==> src/rtl/pht_updater.sv <==
// pht_updater: FIFO-buffered read-modify-write of PHT saturating counters.
// Optional PHT_SKIP_SAT_EN: suppress table writes whose counter value would not change.
module pht_updater #(
    parameter int ADDR_W     = 10,
    parameter int DATA_W     = 2,
    parameter int FIFO_DEPTH = 4
) (
    input  logic              clk,
    input  logic              reset,
    input  logic              res_valid,
    output logic              res_ready,
    input  logic [ADDR_W-1:0] res_idx,
    input  logic              res_taken,
    output logic [ADDR_W-1:0] pht_addr,
    input  logic [DATA_W-1:0] pht_rd_data,
    output logic              pht_wr_en,
    output logic [DATA_W-1:0] pht_wr_data,
    output logic              busy,
    output logic [15:0]       upd_cnt
);
    localparam int PW = $clog2(FIFO_DEPTH);
    typedef enum logic [1:0] {IDLE, RD, WR} state_t;
    state_t state, state_nx;
    logic [ADDR_W:0] fifo [FIFO_DEPTH];
    logic [PW-1:0] wp, rp;
    logic [PW:0] cnt;
    logic push, pop, taken;
    logic [ADDR_W-1:0] idx;
    logic [DATA_W-1:0] old, nv;

    assign res_ready = !reset && cnt != (PW+1)'(FIFO_DEPTH);
    assign push = res_valid && res_ready;
    assign pop = state == IDLE && cnt != '0;
    assign busy = cnt != '0 || state != IDLE;
    assign pht_addr = idx;
    assign pht_wr_data = pht_wr_en ? nv : '0;
`ifdef PHT_SKIP_SAT_EN
    assign pht_wr_en = !reset && state == WR && nv != old;
`else
    assign pht_wr_en = !reset && state == WR;
`endif

    always_comb begin
        nv = taken ? (&old ? old : old + 1'b1) : (|old ? old - 1'b1 : old);
        state_nx = state == IDLE ? (pop ? RD : IDLE) : state == RD ? WR : IDLE;
    end

    always_ff @(posedge clk) begin
        if (reset) begin
            state   <= IDLE;
            wp      <= '0;
            rp      <= '0;
            cnt     <= '0;
            idx     <= '0;
            taken   <= 1'b0;
            old     <= '0;
            upd_cnt <= '0;
        end else begin
            state <= state_nx;
            if (push) begin
                fifo[wp] <= {res_idx, res_taken};
                wp <= wp + 1'b1;
            end
            if (pop) begin
                {idx, taken} <= fifo[rp];
                rp <= rp + 1'b1;
            end
            cnt <= cnt + (PW+1)'(push) - (PW+1)'(pop);
            if (state == RD) old <= pht_rd_data;
            if (pht_wr_en) upd_cnt <= upd_cnt + 1'b1;
        end
    end
endmodule

==> config.mk <==
export PLATFORM = sky130hd
export DESIGN_NAME = pht_updater
export DESIGN_NICKNAME = d
export VERILOG_FILES = /design/src/rtl/pht_updater.sv
export SDC_FILE = /design/constraint.sdc
export NUM_CORES = 1
export LEC_CHECK = 0
export ABC_AREA = 0
export CORE_ASPECT_RATIO = 0.9
export CORE_MARGIN = 5
export CORE_UTILIZATION = 45
export CTS_BUF_LIST = sky130_fd_sc_hd__clkbuf_8
export DETAILED_ROUTE_END_ITERATION = 8
export PLACE_DENSITY_LB_ADDON = 0.12
export SYNTH_ARGS = -nofsm -noshare
export SYNTH_HDL_FRONTEND = slang
export SYNTH_SLANG_ARGS = --single-unit
==> constraint.sdc <==
create_clock -name clk -period 3.3 [get_ports clk]
set_input_delay 0.825 -clock clk [delete_from_list [all_inputs] [get_ports clk]]
set_output_delay 0.825 -clock clk [all_outputs]
set_load 0.1 [all_outputs]
==> results of run 1 <==
==> registers in the layout, indices dropped and copies added (netlist names) <==
signal / count
cnt: 3
fifo: 44
old: 2
pht_addr: 10
rp: 2
state: 2
taken: 1
upd_cnt: 16
wp: 2
==> metal layers <==
metal  vias to the layer above  GRT usage (%)  wire [um]
met5                         -              0          0
met3                         4           4.52        285
met4                         0           4.04         52
li1                       1011              -          -
met1                       968           18.3       2760
met2                        42           22.1       2910
==> power by group <==
part | internal [uW] | total [uW] | leakage, uW | switching (uW)
combinational | 356 | 1130 | 0.000661 | 772
sequential | 1200 | 1330 | 0.000709 | 127
clock | 270 | 624 | 0.0000810 | 354
==> final timing paths <==
kind	slack [ps]	depth (start not counted)	start	endpoint
setup / recovery	350	5	reset	pht_wr_data[0]
hold / removal	460	2	pht_addr[1]	pht_addr[1]
setup reg to reg	760	11	cnt[2]	cnt[2]
hold reg to reg	460	2	pht_addr[1]	pht_addr[1]
==> critical path: cells and delay by family <==
family | cells | cell delay [ps]
buffers and inverters | 3 | 870
and+or+nand+nor | 2 | 420
==> cell usage in the layout (no fill, tap or decap), drive strengths merged, types with 4 or more instances in the layout <==
cell type      count
dfxtp             38
inv               10
nand3              5
clkbuf             9
buf               34
o31ai              4
o21ai              4
clkinv             4
a21oi             19
xor2               6
edfxtp            44
mux4              11
and2               5
nand2             34
ha                 7
or4                4
nor2              21
xnor2              8
clkdlybuf4s50     15
==> cell type report <==
class	instances	area, um2	share of cell area, %
clock buffers	9	124	3.10
clock inverters	7	46.3	1.16
inverters	10	37.5	0.940
multi-input cells	154	1120	28.0
flip-flops and latches	82	2080	52.1
well taps	93	116	2.91
repair buffers	49	468	11.7
==> kinds of logic (layout without fill, tap and decap cells) <==
family,after synthesis,after routing,synth area share (%)
compound gates,29,29,4.85
xor+xnor,14,14,3.72
fa+ha+maj,9,9,3.56
buf+inv,23,75,3.37
flops,82,82,63.1
mux,12,12,7.81
simple gates,90,90,13.6
==> stage by stage <==
| step | instance area [um2] | setup slack (ps) | utilization (%) | total power, uW | instances |
|---|---|---|---|---|---|
| 6_report | 3990 | 346 | 56.1 | 3080 | 404 |
| 3_3_place_gp | 3820 | 315 | 53.7 | 2480 | 388 |
| 4_1_cts | 3990 | 319 | 56.1 | 3120 | 404 |
| 2_1_floorplan | 3310 | 25.0 | - | 2220 | 259 |
| 5_1_grt | 3990 | 272 | 56.1 | 3260 | 404 |
| 3_5_place_dp | 3820 | 285 | 53.7 | 2480 | 388 |
==> results.txt, run 1 <==
Synth cell types: 35
Placer Congestion: 0.727
Post-Syn Area: 3300 um2
Critical Path, Cell by Cell: clkdlybuf4s50_1 > buf_12 > nor2_2 > and2_2 > buf_12
top cell type by total area after synthesis: edfxtp_1
setup violators final: 0
final hold violation count: 0
Yosys reg bits: 82
Synth Instances: 259
CTS Root Cell: clkbuf_8
leakage power: 0.00145 uW
starting density of the core: 46.4%
H-tree levels: 3
largest fanout on the critical path: 43
final worst-path cycle share: 89.5%
die area: 9150 um2
slowest stage delay, CP: 480 ps
CTS sink cnt: 82
vias in the first global route: 1,963
Layout Skew: 9.15 ps
fmax: 339 MHz
# resized after CTS: 0
Hold WS: 459 ps
antenna-violating nets left: 0
largest net degree at the start of global routing: 44
DRC: 0
GRT overflow: 0
# port buffers: 46
CTS max path bufs: 2
Worst-Margin Slew: 849 ps
relative slew slack: 43.3%
DRT iter0 DRCs: 87
Area contributors post-synth: edfxtp_1 (40%), dfxtp_1 (23%), mux4_2 (7.5%)
crit path launch type: input pin
# diodes: 0
share of cells above drive strength 1: 21.5%
Hold Path Class: reg -> reg
Worst Path Arrival: 2130 ps
CORE AREA: 7110 um2
syn avg cell area: 12.7 um2
DR WL/cell: 14.9 um
CP max-delay cell: clkdlybuf4s50_1
commonest register cell after synthesis: edfxtp_1
DR pass1 iterations: 4
PD cells: 771 nW/um2
Post-synth EDFFs: 44
CTS Buf Count: 9
initial antenna violation count: 0
vias per cell: 5.01
Post-Route WL: 6.01 mm
dpl hpwl: 3.94 mm
Max Slew Vio Count: 0
Die Width: 100 um
synthesized net count: 283
RSZ-0062 raised after global routing: false
Skew-Pair Late Insertion Delay: 340 ps
P&R area growth vs syn: 21.0%
# IOs: 47
Period minus WS final: 2950 ps
Final nets: 330
CTS tree: built
asr flop ratio synth: 0%
count leader, synth: edfxtp_1
Synth top area share: 40.0%
Yosys warnings: 0
maximum VDD drop: 0.329 mV
Setup CP Type: in -> out
Tot GR Track Use: 13.9%
Crit. End Element: output pin
Critical Path RT: 2470 ps
hold_buf cts: 0
outcome: finished clean
Fill cells: 626
top post-synthesis cells by count: edfxtp_1 (44), dfxtp_1 (38), nand2_1 (34), nor2_1 (21), a21oi_1 (19)
first-pass GRT wire length: 9.81 mm
Clk pin slew, worst setup/hold paths: 80 ps
Final TNS setup: 0 ps
FP Rows: 29
CP most frequent cell: buf_12
postcts setup bufs: 0
sequential area share after synthesis: 63.1%
Die Y: 91.2 um
Max Cap Viol: 0
Vias: 2,025
(Power assumes the default switching activity.)
==> run 2: changes to the inputs <==
--- a/config.mk
+++ b/config.mk
@@ -10,6 +10,7 @@
 export CORE_MARGIN = 5
 export CORE_UTILIZATION = 45
 export CTS_BUF_LIST = sky130_fd_sc_hd__clkbuf_8
+export CTS_CLUSTER_DIAMETER = 200
 export DETAILED_ROUTE_END_ITERATION = 8
 export PLACE_DENSITY_LB_ADDON = 0.12
 export SYNTH_ARGS = -nofsm -noshare
==> results of run 2 <==
Same layout as run 1: the final DEF is identical, and so are final timing and power.
